File: src/rtl/display_pkg.sv
// Shared types and segment patterns for the multiplexed seven-segment display driver.
package display_pkg;

  typedef enum logic {
    S_GUARD = 1'b0,
    S_DRIVE = 1'b1
  } state_e;

  localparam logic [3:0] AN_OFF    = 4'hF;
  localparam logic [6:0] SEG_BLANK = 7'h7F;

  // Active-low {g,f,e,d,c,b,a} patterns for hex digits 0-F
  localparam logic [6:0] SEG_LUT [16] = '{
    7'b1000000, 7'b1111001, 7'b0100100, 7'b0110000,
    7'b0011001, 7'b0010010, 7'b0000010, 7'b1111000,
    7'b0000000, 7'b0010000, 7'b0001000, 7'b0000011,
    7'b1000110, 7'b0100001, 7'b0000110, 7'b0001110
  };

  function automatic logic [6:0] hex_to_seg(input logic [3:0] nibble);
    return SEG_LUT[nibble];
  endfunction

endpackage

File: src/rtl/seven_segment_driver_if.sv
// Display-side bundle: frame inputs from the register file and the registered pin outputs.
interface seven_segment_driver_if;
  logic [15:0] value;
  logic [3:0]  dp;
  logic        lz_blank;
  logic [3:0]  brightness;
  logic [3:0]  an_n;
  logic [6:0]  seg_n;
  logic        dp_n;
  logic        frame_start;

  modport master (
    output value, dp, lz_blank, brightness,
    input  an_n, seg_n, dp_n, frame_start
  );

  modport slave (
    input  value, dp, lz_blank, brightness,
    output an_n, seg_n, dp_n, frame_start
  );
endinterface

File: src/rtl/seven_segment_decode.sv
// Combinational nibble-to-segment decoder with forced blanking.
module seven_segment_decode
  import display_pkg::*;
(
  input  logic [3:0] nibble_i,
  input  logic       blank_i,
  output logic [6:0] seg_n_o
);

  assign seg_n_o = blank_i ? SEG_BLANK : hex_to_seg(nibble_i);

endmodule

File: src/rtl/seven_segment_driver.sv
// Four-digit multiplexed seven-segment driver with guard gaps, PWM dimming and leading-zero blanking.
//   state   | meaning
//   S_GUARD | all anodes off for GUARD_CYCLES; frame inputs latched on digit 0's first guard cycle
//   S_DRIVE | digit_idx driven for DIGIT_CYCLES, anode gated by the PWM compare
module seven_segment_driver
  import display_pkg::*;
#(
  parameter int DIGIT_CYCLES = 50000,
  parameter int GUARD_CYCLES = 16
) (
  input  logic                  clk,
  input  logic                  rst_n,
  seven_segment_driver_if.slave disp
);

  localparam int MAX_CYCLES = (DIGIT_CYCLES > GUARD_CYCLES) ? DIGIT_CYCLES : GUARD_CYCLES;
  localparam int SLOT_W     = $clog2(MAX_CYCLES);
  localparam logic [SLOT_W-1:0] DIGIT_LAST = SLOT_W'(DIGIT_CYCLES - 1);
  localparam logic [SLOT_W-1:0] GUARD_LAST = SLOT_W'(GUARD_CYCLES - 1);

  state_e            state_q;
  logic [SLOT_W-1:0] slot_q;
  logic [1:0]        digit_idx_q;
  logic [3:0]        pwm_q;
  logic [15:0]       value_q;
  logic [3:0]        dp_q;
  logic              lz_q;

  logic [3:0]        an_q, an_d;
  logic [6:0]        seg_q, seg_d;
  logic              dp_n_q, dp_n_d;
  logic              frame_start_q;

  logic              frame_first;
  logic [3:0]        nib_zero;
  logic [3:0]        blank;
  logic [3:0]        nibble_cur;
  logic              blank_cur;
  logic [6:0]        seg_cur;

  assign frame_first = (state_q == S_GUARD) && (slot_q == '0) && (digit_idx_q == 2'd0);

  assign nib_zero[0] = (value_q[3:0]   == 4'h0);
  assign nib_zero[1] = (value_q[7:4]   == 4'h0);
  assign nib_zero[2] = (value_q[11:8]  == 4'h0);
  assign nib_zero[3] = (value_q[15:12] == 4'h0);

  // A digit is a leading zero only if it and every higher digit are zero; digit 0 always shows
  assign blank[3] = lz_q & nib_zero[3];
  assign blank[2] = lz_q & nib_zero[3] & nib_zero[2];
  assign blank[1] = lz_q & nib_zero[3] & nib_zero[2] & nib_zero[1];
  assign blank[0] = 1'b0;

  assign nibble_cur = value_q[{digit_idx_q, 2'b00} +: 4];
  assign blank_cur  = blank[digit_idx_q];

  seven_segment_decode u_decode (
    .nibble_i (nibble_cur),
    .blank_i  (blank_cur),
    .seg_n_o  (seg_cur)
  );

  always_comb begin
    an_d   = AN_OFF;
    seg_d  = SEG_BLANK;
    dp_n_d = 1'b1;
    if (state_q == S_DRIVE) begin
      seg_d  = seg_cur;
      dp_n_d = ~dp_q[digit_idx_q];
      if (!blank_cur && (pwm_q < disp.brightness)) begin
        an_d[digit_idx_q] = 1'b0;
      end
    end
  end

  always_ff @(posedge clk or negedge rst_n) begin
    if (!rst_n) begin
      state_q       <= S_GUARD;
      slot_q        <= '0;
      digit_idx_q   <= 2'd0;
      pwm_q         <= 4'd0;
      value_q       <= 16'h0000;
      dp_q          <= 4'h0;
      lz_q          <= 1'b0;
      an_q          <= AN_OFF;
      seg_q         <= SEG_BLANK;
      dp_n_q        <= 1'b1;
      frame_start_q <= 1'b0;
    end else begin
      pwm_q         <= pwm_q + 4'd1;
      an_q          <= an_d;
      seg_q         <= seg_d;
      dp_n_q        <= dp_n_d;
      frame_start_q <= frame_first;
      if (frame_first) begin
        value_q <= disp.value;
        dp_q    <= disp.dp;
        lz_q    <= disp.lz_blank;
      end
      case (state_q)
        S_GUARD: begin
          if (slot_q == GUARD_LAST) begin
            state_q <= S_DRIVE;
            slot_q  <= '0;
          end else begin
            slot_q  <= slot_q + SLOT_W'(1);
          end
        end
        S_DRIVE: begin
          if (slot_q == DIGIT_LAST) begin
            state_q     <= S_GUARD;
            slot_q      <= '0;
            digit_idx_q <= digit_idx_q + 2'd1;
          end else begin
            slot_q      <= slot_q + SLOT_W'(1);
          end
        end
        default: begin
          state_q <= S_GUARD;
          slot_q  <= '0;
        end
      endcase
    end
  end

  assign disp.an_n        = an_q;
  assign disp.seg_n       = seg_q;
  assign disp.dp_n        = dp_n_q;
  assign disp.frame_start = frame_start_q;

endmodule
File: src/flat_wrapper.sv
// flat-port wrapper written by rule: the top's interface ports become plain ports
module seven_segment_driver_flat import display_pkg::*;
#(
  parameter int DIGIT_CYCLES = 50000,
  parameter int GUARD_CYCLES = 16
)
  (clk, rst_n, disp_value, disp_dp, disp_lz_blank, disp_brightness, disp_an_n, disp_seg_n, disp_dp_n, disp_frame_start);
  seven_segment_driver_if disp_i ();
  input  logic clk;
  input  logic rst_n;
  input wire logic [$bits(disp_i.value)-1:0] disp_value;
  input wire logic [$bits(disp_i.dp)-1:0] disp_dp;
  input wire logic [$bits(disp_i.lz_blank)-1:0] disp_lz_blank;
  input wire logic [$bits(disp_i.brightness)-1:0] disp_brightness;
  output wire logic [$bits(disp_i.an_n)-1:0] disp_an_n;
  output wire logic [$bits(disp_i.seg_n)-1:0] disp_seg_n;
  output wire logic [$bits(disp_i.dp_n)-1:0] disp_dp_n;
  output wire logic [$bits(disp_i.frame_start)-1:0] disp_frame_start;
  assign disp_i.value = disp_value;
  assign disp_i.dp = disp_dp;
  assign disp_i.lz_blank = disp_lz_blank;
  assign disp_i.brightness = disp_brightness;
  assign disp_an_n = disp_i.an_n;
  assign disp_seg_n = disp_i.seg_n;
  assign disp_dp_n = disp_i.dp_n;
  assign disp_frame_start = disp_i.frame_start;
  seven_segment_driver #(.DIGIT_CYCLES(DIGIT_CYCLES), .GUARD_CYCLES(GUARD_CYCLES)) u_core (.clk(clk), .rst_n(rst_n), .disp(disp_i));
endmodule
File: config.mk
export PLATFORM = sky130hd
export DESIGN_NAME = seven_segment_driver_flat
export DESIGN_NICKNAME = d
export VERILOG_FILES = /design/src/rtl/display_pkg.sv /design/src/rtl/seven_segment_driver_if.sv /design/src/rtl/seven_segment_decode.sv /design/src/rtl/seven_segment_driver.sv /design/src/flat_wrapper.sv
export SDC_FILE = /design/constraint.sdc
export NUM_CORES = 1
export LEC_CHECK = 0
export CAP_MARGIN = 20
export CORE_MARGIN = 8
export CORE_UTILIZATION = 45
export CTS_CLUSTER_SIZE = 8
export DETAILED_ROUTE_END_ITERATION = 12
export PLACE_DENSITY = 0.74
export SKIP_LAST_GASP = 1
export SLEW_MARGIN = 20
export SYNTH_ARGS = -nofsm -noshare
export SYNTH_HDL_FRONTEND = slang
export SYNTH_SLANG_ARGS = --single-unit
File: constraint.sdc
create_clock -name clk -period 5.65 [get_ports clk]
set_input_delay 1.695 -clock clk [delete_from_list [all_inputs] [get_ports clk]]
set_output_delay 1.695 -clock clk [all_outputs]
set_load 0.05 [all_outputs]
Word-level counts from Yosys, hierarchy flattened. Memory sizes are Yosys's and may differ from the RTL's. Index checks and enable logic that the tools add are counted.

Flip-flop bits (word level): 57. Bits in read-only memories: 112. Input port bits: 27. Word-level logic and storage cells: 59. Memories kept: 1.

$add $sub $neg: 3. Order comparisons: 4. Eq/ne operators: 2. Shift operators: 1. Muxes and demuxes: 19. Bitwise logic cells: 7. Reductions and logical operators: 11.

Memory list: (name not given) (depth 16, width 7, rd ports 1, clocked after Yosys merged registers in 0, wr ports 0, line display_pkg.sv:21) `return SEG_LUT[nibble];`.

Operators with widths (count): 16-bit two-way mux (2); 16-bit case mux with 2 select lines (1); 7-bit two-way mux (4); 16-bit by 1-bit adder with 16-bit output, second input constant (1); 16-bit == test, second input constant (1); 16-bit by 4-bit == test with 1-bit output, second input constant (1); 16-bit zero test (1); 16-bit by 5-bit indexed part select with 4-bit output (1); 4-bit zero test (3); 4-bit two-way mux (2); 1-bit two-way mux (6); 5-bit greater-or-equal comparator, second input constant (1); 4-bit NOT with 5-bit output (1); 4-bit by 1-bit adder with 4-bit output, second input constant (1); 1-bit binary-select mux with 2-bit select (2); 1-bit logical AND (4); 4-bit less-than comparator (1); 4-bit NOT (1); 1-bit bitwise AND (3); 2-bit by 3-bit less-than comparator with 1-bit output, second input constant (1); 2-bit by 1-bit adder with 2-bit output, second input constant (1); 1-bit demux with 2-bit select (1); 2-bit by 1-bit greater-or-equal comparator with 1-bit output, second input constant (1); 2-bit zero test (1); 4 further kinds (5).

Longest topological paths before layout. Gate-level depths: netlist of run 1.

Depth after elaboration: 10. Mapped depth: 9. Depth with buffers taken out: 7.

By module. Synthesis of run 1 repeated with hierarchy kept, for this count alone.

Cell total of the unflattened synthesis: 237. Area, all modules: 3016.6 um^2.

By module, submodules not included: seven_segment_driver (instances 1, cells an instance 202, area an instance 2717.6 um^2); seven_segment_decode (instances 1, cells an instance 35, area an instance 299.0 um^2).

Least setup slack after synthesis of run 1. OpenSTA, ideal clock, no wires.

Kind: input -> register. Start: input port disp_brightness[1]. End: register u_core.an_q[2], in the netlist u_core.disp.an_n[2]. Library setup time: 98 ps. Arrival time: 2653 ps. Setup slack: 2899 ps. Cell stages on the path: 6. Path buffers: 0. Path through: inv_1 > ha_1 > a21boi_0 > o21a_1 > o21ai_0 > nand4b_1.

Cells in the longest elaborated chain, start to end: 4.

RTL lines: from (decl) (line flat_wrapper.sv:14) `input wire logic [$bits(disp_i.brightness)-1:0] disp_brightness;`; 4-bit less-than comparator (line seven_segment_driver.sv:70) `if (!blank_cur && (pwm_q < disp.brightness)) begin`; 1-bit logical AND (line seven_segment_driver.sv:70); 4-bit two-way mux (line seven_segment_driver.sv:70); 4-bit two-way mux (line seven_segment_driver.sv:67) `if (state_q == S_DRIVE) begin`; via u_core.an_d[2] (line seven_segment_driver.sv:29) `logic [3:0] an_q, an_d;`; to (signal assigned) (line seven_segment_driver.sv:91) `an_q <= an_d;`; to (decl) (line seven_segment_driver.sv:29).

The timed path passes the listed nets, and every way through them passes these cells. A chain may end at the register's enable or synchronous reset.

Worst setup path after layout of run 1.
Start: register u_core.seg_q[0], in the netlist u_core.disp.seg_n[0]. End: output port disp_seg_n[0].

RTL lines: from (decl) (line seven_segment_driver.sv:30) `logic [6:0] seg_q, seg_d;`; from (signal assigned) (line seven_segment_driver.sv:92) `seg_q <= seg_d;`; to (decl) (line flat_wrapper.sv:16) `output wire logic [$bits(disp_i.seg_n)-1:0] disp_seg_n;`.

No word-level cell between the ends.

==> impl_metrics.yaml, run 1 <==
outcome:
  outcome: "finished clean"
timing:
  layout_min_cycle_time_ns: 3.34
  fin_crit_sh_pct: 59.1
  fmaxAchievable_ghz: 0.300
  rsz0062_at_grt: "no"
  worst_clock_skew_ns: 0.00541
  tightestPinTransition_ns: 0.971
  finalSetupViolCount: 0
  setup_tns_ns: 0
  fin_hold_viols: 0
  holdWs_ns: 0.487
  slew_viol_final: 0
  worst_slew_slack_as_a_fraction_of_its_limit_pct: 34.9
place:
  dp.cells: 361
  post-dp-hpwl_um: 4140
  place_congestion: 0.785
  place_area_um2: 3440
  numPortBuffers: 39
floorplan:
  pin_count: 40
  die_outline_area_um2: 9550
  placeableCoreArea_um2: 6420
  rows: 29
  initial_core_util_pct: 46.8
  die-height_um: 97.7
  dieWidth_um: 97.7
route:
  drt.antenna.violating_nets: 0
  drt_iter0_markers: 111
  drt_wl_total_um: 5660
  vias: 2010
  routed_wire_length_per_instance_um: 15.0
  post_drt_via_cell_ratio: 5.33
  drt-pass1-iter-count: 5
  drt_drc_violations_left: 0
grt:
  grt_start_max_net_pins: 58
  via_count_of_the_first_global_routing_pass: 2031
  number_of_antenna_violations_at_the_first_check_in_global_routing: 0
  grt_first_pass_wirelength_um: 9650
  grt_usage_pct: 12.4
  grt-ovfl-total: 0
setup_path:
  timing.setup.critical_path_class: "reg -> out"
  timing.critical_path.to_type: "output pin"
  worst_path_dominant_cell_family: "buffers and inverters"
  timing.critical_path.fanout_max: 1
  critPathArrivalTime_ns: 1.64
  worst_path_largest_cell_delay_ns: 0.80
  timing.reg2reg.setup_slack_ns: 3.02
  required_ns: 3.95
  worstPathBufferInverterCount: 1
  critical_path.cell_chain: "clkdlybuf4s50_1"
  critical_path.startpoint_type: "register"
  cp_slowest_cell: "sky130_fd_sc_hd__clkdlybuf4s50_1"
clock_network:
  cts.repair.resized: 0
  clk_pin_slew_ns: 0.06
  cts-htree-levels: 3
  cts_buffers: 9
  numClockSinks: 57
  clk_root_buffer_cell: "sky130_fd_sc_hd__clkbuf_8"
  cts.repair_timing.setup_buffer_count: 0
  clock_latency_ns: 0.33
  post_cts_hold_buffer_count: 0
  clock_tree.buffer_depth: 2
  tritoncts: "built"
pwr:
  power.share.clock_pct: 38.5
  power.internal_mw: 0.652
  switching_share_pct: 24.0
  vdd_ir_drop_max_mv: 0.146
  static-leakage-power_nw: 1.57
  share_of_power_burned_in_registers_pct: 50.6
  power.net_switching_mw: 0.206
  power.density_nw_per_um2: 238
  comb_power_share_pct: 10.9
logic_synthesis:
  synth_cell_types: 44
  synth_area_leaders: "sky130_fd_sc_hd__dfrtp_1 37%, sky130_fd_sc_hd__dfstp_2 10%, sky130_fd_sc_hd__mux2_4 10%, sky130_fd_sc_hd__ha_1 6.7%, sky130_fd_sc_hd__xnor2_1 3.5%"
  area_share_of_the_largest_cell_type_after_synthesis_pct: 37.5
  ys.warnings.count: 0
  synth.largest_area_cell: "sky130_fd_sc_hd__dfrtp_1"
  post_synth_inst_count: 250
  seq_total_area_yosys_pct: 47.9
  flip_flop_and_latch_count_after_synthesis: 57
  ys_top_cells_by_count: "45 x sky130_fd_sc_hd__dfrtp_1, 22 x sky130_fd_sc_hd__nor2_1, 20 x sky130_fd_sc_hd__mux2_4"
  yosys_most_used_dff: "sky130_fd_sc_hd__dfrtp_1"
  ys_async_sr_fraction_pct: 100
  synth_enable_flop_cells: 0
  syn_area_um2: 3010
  syn-num-nets: 293
  synth_area_per_cell_um2: 12.0
  post-synth-top-count-cell: "sky130_fd_sc_hd__dfrtp_1"
worst_hold_path:
  min_delay_path_class: "reg -> reg"
final_layout:
  finalNetCount: 338
  share_of_post_route_cells_with_drive_strength_above_1_pct: 21.3
  design_area_um2: 3610
  area_growth_pct: 20.1
  final_cells: 377
  fillers: 551
  antenna_cells: 0
job:
  timing.max_cap.violations: 0
stage by stage:
stage	total power [mW]	setup slack, ns	util, %
6_report	0.858	2.31	56.2
2_1_floorplan	0.492	2.90	-
5_1_grt	0.899	2.26	56.2
3_5_place_dp	0.536	2.23	53.5
3_3_place_gp	0.534	2.31	53.5
4_1_cts	0.870	2.29	56.2
power by group through the flow:
stage          Sequential, mW  Combinational [mW]  Clock (mW)
2_1_floorplan           0.457              0.0351           0
6_report                0.434              0.0934       0.331
4_1_cts                 0.434              0.0948       0.341
5_1_grt                 0.435               0.101       0.363
3_3_place_gp            0.441              0.0931           0
3_5_place_dp            0.441              0.0946           0
layout by cell type (no fill, tap or decap), types with 2 or more instances in the layout:
cell type                         instances
sky130_fd_sc_hd__o311ai_0                 3
sky130_fd_sc_hd__clkbuf_8                11
sky130_fd_sc_hd__a21oi_1                  3
sky130_fd_sc_hd__a31oi_1                  2
sky130_fd_sc_hd__nand2_1                 16
sky130_fd_sc_hd__nand4b_1                 4
sky130_fd_sc_hd__nand4_1                  3
sky130_fd_sc_hd__o211ai_1                 3
sky130_fd_sc_hd__dfrtp_1                 45
sky130_fd_sc_hd__mux4_2                   3
sky130_fd_sc_hd__and3_1                   2
sky130_fd_sc_hd__mux2i_1                  7
sky130_fd_sc_hd__nand3_1                 14
sky130_fd_sc_hd__buf_4                    2
sky130_fd_sc_hd__clkbuf_1                 2
sky130_fd_sc_hd__nor4_1                   5
sky130_fd_sc_hd__inv_1                   14
sky130_fd_sc_hd__mux2_2                   5
sky130_fd_sc_hd__xor2_1                   7
sky130_fd_sc_hd__ha_1                    16
sky130_fd_sc_hd__mux2_4                  20
sky130_fd_sc_hd__xnor2_1                 12
sky130_fd_sc_hd__nor2_1                  22
sky130_fd_sc_hd__o21ai_0                  3
sky130_fd_sc_hd__clkinv_2                 3
sky130_fd_sc_hd__dfstp_2                 12
sky130_fd_sc_hd__nor3_1                   5
sky130_fd_sc_hd__clkdlybuf4s50_1         38
worst paths after layout:
check | startpoint | endpoint | cells after the start
max reg2reg | u_core.digit_idx_q[0]$_DFFE_PN0P_ | u_core.disp.seg_n[0]$_DFF_PN1_ | 7
max | u_core.disp.seg_n[0]$_DFF_PN1_ | disp_seg_n[0] | 1
min | u_core.pwm_q[3]$_DFF_PN0_ | u_core.pwm_q[3]$_DFF_PN0_ | 1
min reg2reg | u_core.pwm_q[3]$_DFF_PN0_ | u_core.pwm_q[3]$_DFF_PN0_ | 1
max in group asynchronous | rst_n | u_core.slot_q[3]$_DFF_PN0_ | 2
min in group asynchronous | rst_n | u_core.value_q[2]$_DFFE_PN0P_ | 2
cell type report:
cell class | count | area, µm² | area share [%]
Sequential cell | 57 | 1440 | 39.9
Multi-Input combinational cell | 172 | 1450 | 40.1
Clock inverter | 3 | 15.0 | 0.416
Timing Repair Buffer | 41 | 400 | 11.1
Tap cell | 77 | 96.3 | 2.67
Inverter | 14 | 52.6 | 1.46
Clock buffer | 13 | 159 | 4.40
kinds of logic after synthesis:
logic type	after synthesis	synth area share (%)
AOI/OAI and AO/OA	22	5.20
xor gates and xnor gates	19	5.53
adders and majority gates	16	6.66
buffers and inverters	21	3.95
DFF	57	47.9
muxes	36	16.9
and+or+nand+nor	79	13.8
registers in the layout, summed over array words and instances, names as in the netlist:
| register | cells |
|---|---|
| u_core.value_q | 16 |
| u_core.disp.an_n | 4 |
| u_core.disp.dp_n | 1 |
| u_core.digit_idx_q | 2 |
| u_core.lz_q | 1 |
| u_core.state_q | 1 |
| u_core.slot_q | 16 |
| u_core.pwm_q | 4 |
| u_core.dp_q | 4 |
| u_core.disp.frame_start | 1 |
| u_core.disp.seg_n | 7 |
per-layer routing:
metal | track usage [%] | wire [µm] | vias to the layer above
met1 | 15.3 | 2600 | 1000
met4 | 3.96 | 48 | 0
met3 | 4.33 | 257 | 7
met5 | 0 | 0 | -
met2 | 19.7 | 2750 | 33
li1 | - | - | 970
Power figures use the tool's default switching activity.
==> run 2: changes to the inputs <==
- clock period: 5.65 -> 3.2 ns (I/O delays scaled with it)
==> impl_metrics.yaml, run 2 (same netlist as run 1, synthesis figures left out) <==
clock_network:
  cts.repair.resized: 0
  clk_pin_slew_ns: 0.06
  clk_root_buffer_cell: "sky130_fd_sc_hd__clkbuf_8"
  cts.repair_timing.setup_buffer_count: 0
  clock_tree.buffer_depth: 2
  cts_buffers: 9
  cts-htree-levels: 3
  clock_latency_ns: 0.34
  post_cts_hold_buffer_count: 0
  tritoncts: "built"
  numClockSinks: 57
timing:
  fin_crit_sh_pct: 82.1
  finalSetupViolCount: 0
  layout_min_cycle_time_ns: 2.63
  setup_tns_ns: 0
  fin_hold_viols: 0
  worst_clock_skew_ns: 0.0106
  worst_slew_slack_as_a_fraction_of_its_limit_pct: 38.6
  tightestPinTransition_ns: 0.916
  fmaxAchievable_ghz: 0.381
  slew_viol_final: 0
  rsz0062_at_grt: "no"
route:
  drt_iter0_markers: 87
  post_drt_via_cell_ratio: 5.35
  drt.antenna.violating_nets: 0
  routed_wire_length_per_instance_um: 15.4
  drt-pass1-iter-count: 4
  vias: 2024
  drt_drc_violations_left: 0
  drt_wl_total_um: 5830
pwr:
  comb_power_share_pct: 11.0
  power.share.clock_pct: 38.5
  switching_share_pct: 23.8
  power.density_nw_per_um2: 420
  static-leakage-power_nw: 1.57
  share_of_power_burned_in_registers_pct: 50.5
  vdd_ir_drop_max_mv: 0.224
  power.net_switching_mw: 0.362
  power.internal_mw: 1.16
  fin_total_pwr_mw: 1.52
floorplan:
  rows: 29
  die_outline_area_um2: 9550
  die-height_um: 97.7
  placeableCoreArea_um2: 6420
  dieWidth_um: 97.7
  initial_core_util_pct: 46.8
  pin_count: 40
outcome:
  outcome: "finished clean"
final_layout:
  final_cells: 378
  area_growth_pct: 20.2
  mostFrequentLayoutCell: "sky130_fd_sc_hd__dfrtp_1"
  final_cell_mix: "45 x sky130_fd_sc_hd__dfrtp_1, 38 x sky130_fd_sc_hd__clkdlybuf4s50_1, 22 x sky130_fd_sc_hd__nor2_1, 20 x sky130_fd_sc_hd__mux2_4"
  finalNetCount: 339
  share_of_post_route_cells_with_drive_strength_above_1_pct: 20.6
  antenna_cells: 0
grt:
  grt_start_max_net_pins: 35
  via_count_of_the_first_global_routing_pass: 2020
  grt_usage_pct: 12.9
  grt-ovfl-total: 0
  grt_first_pass_wirelength_um: 9830
  number_of_antenna_violations_at_the_first_check_in_global_routing: 0
setup_path:
  reg2reg_depth: 7
  worst_path_largest_cell_delay_ns: 0.80
  worstPathBufferInverterCount: 1
  timing.setup.critical_path_class: "reg -> out"
  timing.critical_path.fanout_max: 1
  path_depth: 1
  critical_path.cell_chain: "clkdlybuf4s50_1"
  timing.critical_path.to_type: "output pin"
  critical_path.startpoint_type: "register"
  critPathArrivalTime_ns: 1.67
  worst_path_dominant_cell_family: "buffers and inverters"
  cp_slowest_cell: "sky130_fd_sc_hd__clkdlybuf4s50_1"
  required_ns: 2.24
job:
  timing.max_cap.violations: 0
place:
  post-dp-hpwl_um: 4290
  numPortBuffers: 39
  place_congestion: 0.931
  dp.cells: 362
worst_hold_path:
  min_delay_path_depth: 1
  min_delay_path_class: "reg -> reg"
## run 2: changes by cell type in the layout (fill, tap and decap cells not counted), sizes merged
cell,change
clkbuf,+3
clkinv,-3
buf,+1
## run 2: per-stage QoR
stage / hold slack (ns) / util (%) / worst slack [ns] / area (µm²)
2_1_floorplan: 0.434 / - / 0.912 / 3010
3_3_place_gp: 0.459 / 53.6 / 0.587 / 3440
3_5_place_dp: 0.462 / 53.6 / 0.539 / 3440
4_1_cts: 0.471 / 56.3 / 0.553 / 3610
5_1_grt: 0.499 / 56.3 / 0.415 / 3610
6_report: 0.471 / 56.3 / 0.573 / 3610
## run 2: final cells by class
class                   instances  area (µm²)
repair buffers                 42         408
fillers                       538        2810
clock buffers                  16         170
inverters                      14        52.6
well taps                      77        96.3
multi-input cells             172        1450
flip-flops and latches         57        1440
## run 2: path summary, 6_finish.rpt
kind                                                   start                             end  slack (ns)
setup / recovery                  u_core.disp.dp_n$_DFF_PN1_                       disp_dp_n        0.57
hold / removal                     u_core.pwm_q[0]$_DFF_PN0_       u_core.pwm_q[0]$_DFF_PN0_        0.47
setup reg to reg           u_core.digit_idx_q[0]$_DFFE_PN0P_  u_core.disp.seg_n[0]$_DFF_PN1_        0.60
hold reg to reg                    u_core.pwm_q[0]$_DFF_PN0_       u_core.pwm_q[0]$_DFF_PN0_        0.47
max in group asynchronous                              rst_n   u_core.disp.an_n[0]$_DFF_PN1_        1.78
min in group asynchronous                              rst_n   u_core.value_q[2]$_DFFE_PN0P_        0.69
## run 2: power groups by stage
stage               logic, mW  clock network [mW]  registers [mW]
detailed placement      0.168                   0           0.779
floorplan              0.0620                   0           0.806
CTS                     0.168               0.602           0.767
global route            0.181               0.639           0.769
finish                  0.168               0.585           0.768
global placement        0.167                   0           0.779
## run 2: routing by layer
layer | track usage [%] | part of all wire, % | up-vias
li1 | - | - | 975
met1 | 16.0 | 46 | 973
met2 | 18.8 | 46 | 60
met3 | 4.33 | 6.2 | 16
met4 | 8.27 | 2.6 | 0
met5 | 0 | 0 | -
